**config.mk**
```make
export PLATFORM = sky130hd
export DESIGN_NAME = adc_capture
export DESIGN_NICKNAME = d
export VERILOG_FILES = /design/src/rtl/adc_pkg.sv /design/src/rtl/adc_cap_fifo.sv /design/src/rtl/adc_capture.sv
export SDC_FILE = /design/constraint.sdc
export NUM_CORES = 1
export LEC_CHECK = 0
export CORE_UTILIZATION = 40
export DETAILED_ROUTE_END_ITERATION = 7
export GPL_ROUTABILITY_DRIVEN = 0
export PLACE_DENSITY = 0.61
export SLEW_MARGIN = 20
export SYNTH_ARGS = -nofsm -noshare
export SYNTH_HDL_FRONTEND = slang
export SYNTH_HIERARCHICAL = 1
export SYNTH_SLANG_ARGS = --single-unit
```
**constraint.sdc**
```tcl
create_clock -name clk_i -period 3.3 [get_ports clk_i]
set_clock_uncertainty 0.2 [all_clocks]
set_input_delay 0.66 -clock clk_i [delete_from_list [all_inputs] [get_ports clk_i]]
set_output_delay 0.66 -clock clk_i [all_outputs]
set_load 0.05 [all_outputs]
```
**src/rtl/adc_pkg.sv**
```systemverilog
`default_nettype none
// +--------------------------------------------------------------------------+
// | adc_pkg : shared constants and FSM state encoding for the ADC capture    |
// | Revision: 1.0                                                            |
// +--------------------------------------------------------------------------+
package adc_pkg;

    localparam int ADC_DATA_WIDTH = 14;

    typedef enum logic [1:0] {
        IDLE   = 2'd0,
        SETTLE = 2'd1,
        RUN    = 2'd2
    } state_t;

endpackage
`default_nettype wire

```
**src/rtl/adc_cap_fifo.sv**
```systemverilog
`default_nettype none
// +--------------------------------------------------------------------------+
// | adc_cap_fifo : first-word-fall-through sync FIFO with synchronous flush  |
// | Revision: 1.0                                                            |
// +--------------------------------------------------------------------------+
module adc_cap_fifo #(
    parameter int WIDTH = 15,
    parameter int DEPTH = 4
) (
    input  logic             clk,
    input  logic             rst,
    input  logic             flush,
    input  logic             wr_en,
    input  logic [WIDTH-1:0] wr_data,
    output logic             full,
    input  logic             rd_en,
    output logic [WIDTH-1:0] rd_data,
    output logic             empty
);
    localparam int AW = $clog2(DEPTH);
    localparam logic [AW:0] PTR_ONE = {{AW{1'b0}}, 1'b1};

    logic [AW:0]      wr_ptr;
    logic [AW:0]      rd_ptr;
    logic [WIDTH-1:0] mem [DEPTH];
    logic             do_wr;
    logic             do_rd;

    // Wrap bit differs and index bits match: every slot holds live data.
    assign empty = (wr_ptr == rd_ptr);
    assign full  = (wr_ptr[AW] != rd_ptr[AW]) && (wr_ptr[AW-1:0] == rd_ptr[AW-1:0]);

    // A write into a full FIFO is legal when the head leaves on the same edge.
    assign do_wr = wr_en && (!full || rd_en) && !flush;
    assign do_rd = rd_en && !empty && !flush;

    assign rd_data = mem[rd_ptr[AW-1:0]];

    always_ff @(posedge clk or posedge rst) begin
        if (rst) begin
            wr_ptr <= '0;
            rd_ptr <= '0;
        end else if (flush) begin
            wr_ptr <= '0;
            rd_ptr <= '0;
        end else begin
            if (do_wr) wr_ptr <= wr_ptr + PTR_ONE;
            if (do_rd) rd_ptr <= rd_ptr + PTR_ONE;
        end
    end

    always_ff @(posedge clk or posedge rst) begin
        if (rst) begin
            for (int i = 0; i < DEPTH; i++) mem[i] <= '0;
        end else if (do_wr) begin
            mem[wr_ptr[AW-1:0]] <= wr_data;
        end
    end

endmodule
`default_nettype wire

```
**src/rtl/adc_capture.sv**
```systemverilog
`default_nettype none
// +--------------------------------------------------------------------------+
// | adc_capture : calibrated-gated ADC sample capture onto a valid/ready     |
// |               stream, with overrange and overflow statistics             |
// | Revision: 1.0                                                            |
// +--------------------------------------------------------------------------+
module adc_capture
    import adc_pkg::*;
#(
    parameter int DATA_WIDTH    = ADC_DATA_WIDTH,
    parameter int SETTLE_CYCLES = 16,
    parameter int FIFO_DEPTH    = 4,
    parameter int OR_CNT_WIDTH  = 16
) (
    input  logic                    clk_i,
    input  logic                    rst_i,
    input  logic                    idelay_rdy_i,
    input  logic                    enable_i,
    input  logic                    twos_comp_i,
    input  logic                    stat_clr_i,
    input  logic [DATA_WIDTH-1:0]   adc_dat_i,
    input  logic                    adc_or_i,
    output logic [DATA_WIDTH-1:0]   m_tdata_o,
    output logic                    m_tuser_o,
    output logic                    m_tvalid_o,
    input  logic                    m_tready_i,
    output logic                    locked_o,
    output logic                    overflow_o,
    output logic [OR_CNT_WIDTH-1:0] or_count_o
);
    localparam int CW = (SETTLE_CYCLES > 1) ? $clog2(SETTLE_CYCLES) : 1;
    localparam logic [CW-1:0]           SETTLE_LOAD = CW'(SETTLE_CYCLES - 1);
    localparam logic [CW-1:0]           CNT_ONE     = CW'(1);
    localparam logic [OR_CNT_WIDTH-1:0] OR_ONE      = OR_CNT_WIDTH'(1);
    localparam logic [DATA_WIDTH-1:0]   MSB_MASK    = {1'b1, {(DATA_WIDTH-1){1'b0}}};

    logic                  rdy_meta;
    logic                  rdy_s;
    state_t                state;
    state_t                state_nxt;
    logic [CW-1:0]         settle_cnt;
    logic [CW-1:0]         settle_cnt_nxt;
    logic                  load_fmt;
    logic                  fmt_r;
    logic                  flush;
    logic [DATA_WIDTH:0]   s1;
    logic [DATA_WIDTH:0]   s2;
    logic                  wr_en;
    logic                  rd_en;
    logic                  fifo_full;
    logic                  fifo_empty;
    logic                  drop;
    logic                  or_hit;

    always_ff @(posedge clk_i or posedge rst_i) begin
        if (rst_i) begin
            rdy_meta <= 1'b0;
            rdy_s    <= 1'b0;
        end else begin
            rdy_meta <= idelay_rdy_i;
            rdy_s    <= rdy_meta;
        end
    end

    always_comb begin
        state_nxt      = state;
        settle_cnt_nxt = settle_cnt;
        load_fmt       = 1'b0;
        flush          = (state != IDLE) && !(rdy_s && enable_i);
        case (state)
            IDLE: begin
                if (rdy_s && enable_i) begin
                    state_nxt      = SETTLE;
                    settle_cnt_nxt = SETTLE_LOAD;
                    load_fmt       = 1'b1;
                end
            end
            SETTLE: begin
                if (flush)                 state_nxt      = IDLE;
                else if (settle_cnt == '0) state_nxt      = RUN;
                else                       settle_cnt_nxt = settle_cnt - CNT_ONE;
            end
            RUN: begin
                if (flush) state_nxt = IDLE;
            end
            default: state_nxt = IDLE;
        endcase
    end

    always_ff @(posedge clk_i or posedge rst_i) begin
        if (rst_i) begin
            state      <= IDLE;
            settle_cnt <= '0;
            fmt_r      <= 1'b0;
            locked_o   <= 1'b0;
        end else begin
            state      <= state_nxt;
            settle_cnt <= settle_cnt_nxt;
            locked_o   <= (state == RUN);
            if (load_fmt) fmt_r <= twos_comp_i;
        end
    end

    // Offset binary becomes two's complement by flipping the sign bit.
    always_ff @(posedge clk_i or posedge rst_i) begin
        if (rst_i) begin
            s1 <= '0;
            s2 <= '0;
        end else if (flush) begin
            s1 <= '0;
            s2 <= '0;
        end else begin
            s1 <= {adc_or_i, adc_dat_i};
            s2 <= {s1[DATA_WIDTH], s1[DATA_WIDTH-1:0] ^ (fmt_r ? MSB_MASK : '0)};
        end
    end

    assign wr_en      = (state == RUN) && !flush;
    assign rd_en      = m_tvalid_o && m_tready_i;
    assign m_tvalid_o = !fifo_empty;
    assign drop       = wr_en && fifo_full && !rd_en;
    assign or_hit     = wr_en && s2[DATA_WIDTH];

    adc_cap_fifo #(
        .WIDTH (DATA_WIDTH + 1),
        .DEPTH (FIFO_DEPTH)
    ) u_fifo (
        .clk     (clk_i),
        .rst     (rst_i),
        .flush   (flush),
        .wr_en   (wr_en),
        .wr_data (s2),
        .full    (fifo_full),
        .rd_en   (rd_en),
        .rd_data ({m_tuser_o, m_tdata_o}),
        .empty   (fifo_empty)
    );

    // Clear wins but still records an event landing on the same edge.
    always_ff @(posedge clk_i or posedge rst_i) begin
        if (rst_i) begin
            or_count_o <= '0;
            overflow_o <= 1'b0;
        end else if (stat_clr_i) begin
            or_count_o <= or_hit ? OR_ONE : '0;
            overflow_o <= drop;
        end else begin
            if (or_hit && !(&or_count_o)) or_count_o <= or_count_o + OR_ONE;
            if (drop)                     overflow_o <= 1'b1;
        end
    end

endmodule
`default_nettype wire

```
==> metrics.md <==
| Metric | Value |
|---|---|
| Outcome | complete, no violations |
| VDD IR-drop max | 0.0004573 V |
| Routed via count | roughly 3500 |
| Final hold violation count | 0 |
| Inserted Diodes | 0 |
| Num CTS Buffers | 17 |
| Worst-skew pair later-pin latency | ~0.41 ns |
| Cell Area, Synth | a little under 6000 µm² |
| Post-synthesis sequential area ratio | 52.53% |
| Top FF cell, synth | dfrtp_1 |
| Met3 usage | 4.982% |
| EDFF count, synth | 0 |
| Mapped Nets | 446 |
| Met1 Use GR | roughly 23% |
| Cell taking the most area after synthesis | dfrtp_1 |
| Total core area | roughly 14000 µm² |
| CP endpoint kind | output port |
| Ys async rst share | 100.0% |
| Met2 usage | between 20 and 30% |
| Initial antenna violation count | 0 |
| Pwr Total | 4.078 mW |
| HPWL Detailed | ~7500 µm |
| Post-synthesis cell type count | 61 |
| Average instance area after synthesis | between 10 and 15 µm² |
| Fillers | 1218 |
| Hold Buf Count CTS | 0 |
| FMAX | 351.9 MHz |
| Rel. slew slack | between 60% and 70% |
| Initial DRC Count | approximately 200 |
| Ratio of cells with drive above 1 in the final layout | a little under a third |
| Area growth, synth to finish | 23.02% |
| CP max FO | 18 |
| CP Data Arrival Time | 1.98 ns |
| # resized after CTS | 0 |
| Largest net degree at the start of global routing | 61 |
| Hold WC Path Type | reg2reg |
| P_leak | 3.408 nW |
| Die height | 123.0 µm |
| Final Setup Violations | 0 |
| Initial Util | 41.57% |
| Startpoint Class | register |
| Final cycle utilization of the critical path | a little under nine tenths |
| Ranking of synthesized cells by area | dfrtp_1 53%, mux2_4 10%, mux2_2 5.4% |
| Post-Layout Cell Count | just under 700 |
| Yosys reg bits | roughly 120 |
| DRC | 0 |
| DR pass1 iterations | 4 |
| Post-Syn Instances | 417 |
| Kind of critical path | reg2out |
| Post-Place Cells | between 600 and 700 |
| Net count, final | around 520 |
| Worst-Margin Slew | between 0.5 and 0.6 ns |
| WL/cell | between 15 and 20 µm |
| Pwr dens | approximately 570 nW/µm² |
| Max Slew Vio Count | 0 |
| First-pass GRT wire length | around 19000 µm |
| DR vias/cell | 5.157 |
| Min Tclk post-route | roughly 2.8 ns |
| # clock sinks | roughly 120 |
| Row Count | 43 |
| Finished Cell Area | between 7000 and 8000 µm² |
| Synthesis Warnings | 6 |
| Final wirelength | ~12000 µm |
| Total track usage | approximately 17% |
| Clock Tree Buf Depth | 2 |
| Worst-path clk slew | 0.05 ns |
| Postcts setup bufs | 0 |
| Boundary Pins | between 50 and 60 |
| Vias in the first global route | 3734 |
| DIE WIDTH | roughly 120 µm |
| Multi-input gate area | about 2600 µm² |
| Critical Path RT | approximately 2.4 ns |
| Reg area | approximately 3100 µm² |
| Die Area | around 15000 µm² |
| Max-cap check violation count | 0 |
| Placed Area | about 6600 µm² |
| RSZ-0062 raised after global routing | false |
| Fin Setup TNS | 0 ns |
| Root Buffer | clkbuf_16 |
| CTS tree | done |
| Post-synth top area share | between 50% and 60% |
| H-tree depth | 4 |
| Port-buffer cells | 55 |
| Post-route ant nets | 0 |
| Grt peak-use layer | met2 |
| Remaining global-route overflow | 0 |
cells in the mapped netlist (all sizes together) (2+ instances only):
cell type / instances
clkbuf: 6
ha: 7
xnor2: 4
and3b: 5
a211oi: 3
nand2b: 3
a211o: 2
and3: 4
nor4: 2
dfrtp: 123
o21ai: 7
or2: 2
or3: 3
nand3: 7
mux2i: 3
o311ai: 3
buf: 12
o31a: 2
inv: 18
nor2: 20
nor3: 4
a21oi: 7
nand2: 12
o41ai: 7
xor2: 3
and2: 32
or3b: 2
mux2: 70
and4: 3
nor2b: 6
a22oi: 2
a31oi: 3
mux4: 15
nand4: 4
flip-flops by register name (all words and copies together), names as in the netlist, 2 cells and up:
signal and cells:
s1 15, u_fifo/mem 60, state 2, s2 15
settle_cnt 4, or_count_o 16, u_fifo/wr_ptr 3, u_fifo/rd_ptr 3
cell type report:
class	instances	share of cell area (%)
Clock buffer	18	6.093
Clock inverter	14	2.378
Inverter	18	0.9373
Multi-Input combinational cell	258	35.71
Sequential cell	123	42.70
Tap cell	180	3.124
Timing Repair Buffer	69	9.061
critical path, cell delays in order, from the launching register on:
cell,delay (ns)
dfrtp_1,0.36
buf_4,0.35
mux4_1,0.64
buf_4,0.22
cell families (layout without fill, tap and decap cells):
kind of cell,after synthesis,after routing,share of synthesized area [%]
buffers and inverters,36,119,3.545
and+or+nand+nor,114,114,11.66
xor gates and xnor gates,7,7,1.815
adders and majority gates,7,7,1.495
muxes,88,88,22.42
DFF,123,123,52.53
AOI/OAI and AO/OA,42,42,6.534
stage by stage:
| step | utilization [%] | setup slack, ns | hold slack (ns) |
|---|---|---|---|
| 5_1_grt | 51.14 | 0.3737 | 0.1638 |
| 4_1_cts | 51.14 | 0.4241 | 0.1515 |
| 3_3_place_gp | 46.80 | 0.4118 | 0.1381 |
| 2_1_floorplan | - | 0.08467 | 0.1312 |
| 6_report | 51.14 | 0.4583 | 0.1496 |
| 3_5_place_dp | 46.80 | 0.3883 | 0.1379 |
cells in the final DEF, fill, tap and decap left out, types with 4 or more instances in the layout:
master and count:
buf_4 27, a21oi_1 7, mux4_2 13, and3b_1 5, dfrtp_1 123, inv_1 16, ha_1 7, and3_1 4
mux2_4 40, clkbuf_16 17, and2_1 32, nor2b_1 6, clkdlybuf4s50_1 39, mux2_2 28, o41ai_4 4, nand3_1 6
nand2_1 12, clkinv_4 4, nor2_1 20, o21ai_0 6
worst paths after layout:
| kind | start | slack (ns) | endpoint | cells past startpoint |
|---|---|---|---|---|
| setup reg to reg | u_fifo/wr_ptr[0]$_DFFE_PP0P_ | 0.52 | u_fifo/mem[10]$_DFFE_PP0P_ | 9 |
| setup / recovery | u_fifo/rd_ptr[1]$_DFFE_PP0P_ | 0.46 | m_tdata_o[8] | 3 |
| hold / removal | rdy_meta$_DFF_PP0_ | 0.15 | rdy_s$_DFF_PP0_ | 0 |
| hold reg to reg | rdy_meta$_DFF_PP0_ | 0.15 | rdy_s$_DFF_PP0_ | 0 |
| max in group asynchronous | rst_i | 1.82 | s1[9]$_DFF_PP0_ | 3 |
| min in group asynchronous | rst_i | 0.35 | u_fifo/wr_ptr[0]$_DFFE_PP0P_ | 2 |
metal layers:
layer / wire length [µm] / part of all wire, %
met1: 5546 / 48
met2: 5445 / 47
met3: 405 / 3.5
met4: 135 / 1.2
met5: 0 / 0
power by group:
group	internal [mW]	switching, mW
clock	1.21	0.689
combinational	0.232	0.345
sequential	1.56	0.0440
total	3.00	1.08
No activity file was read; power rests on OpenSTA's default activity.
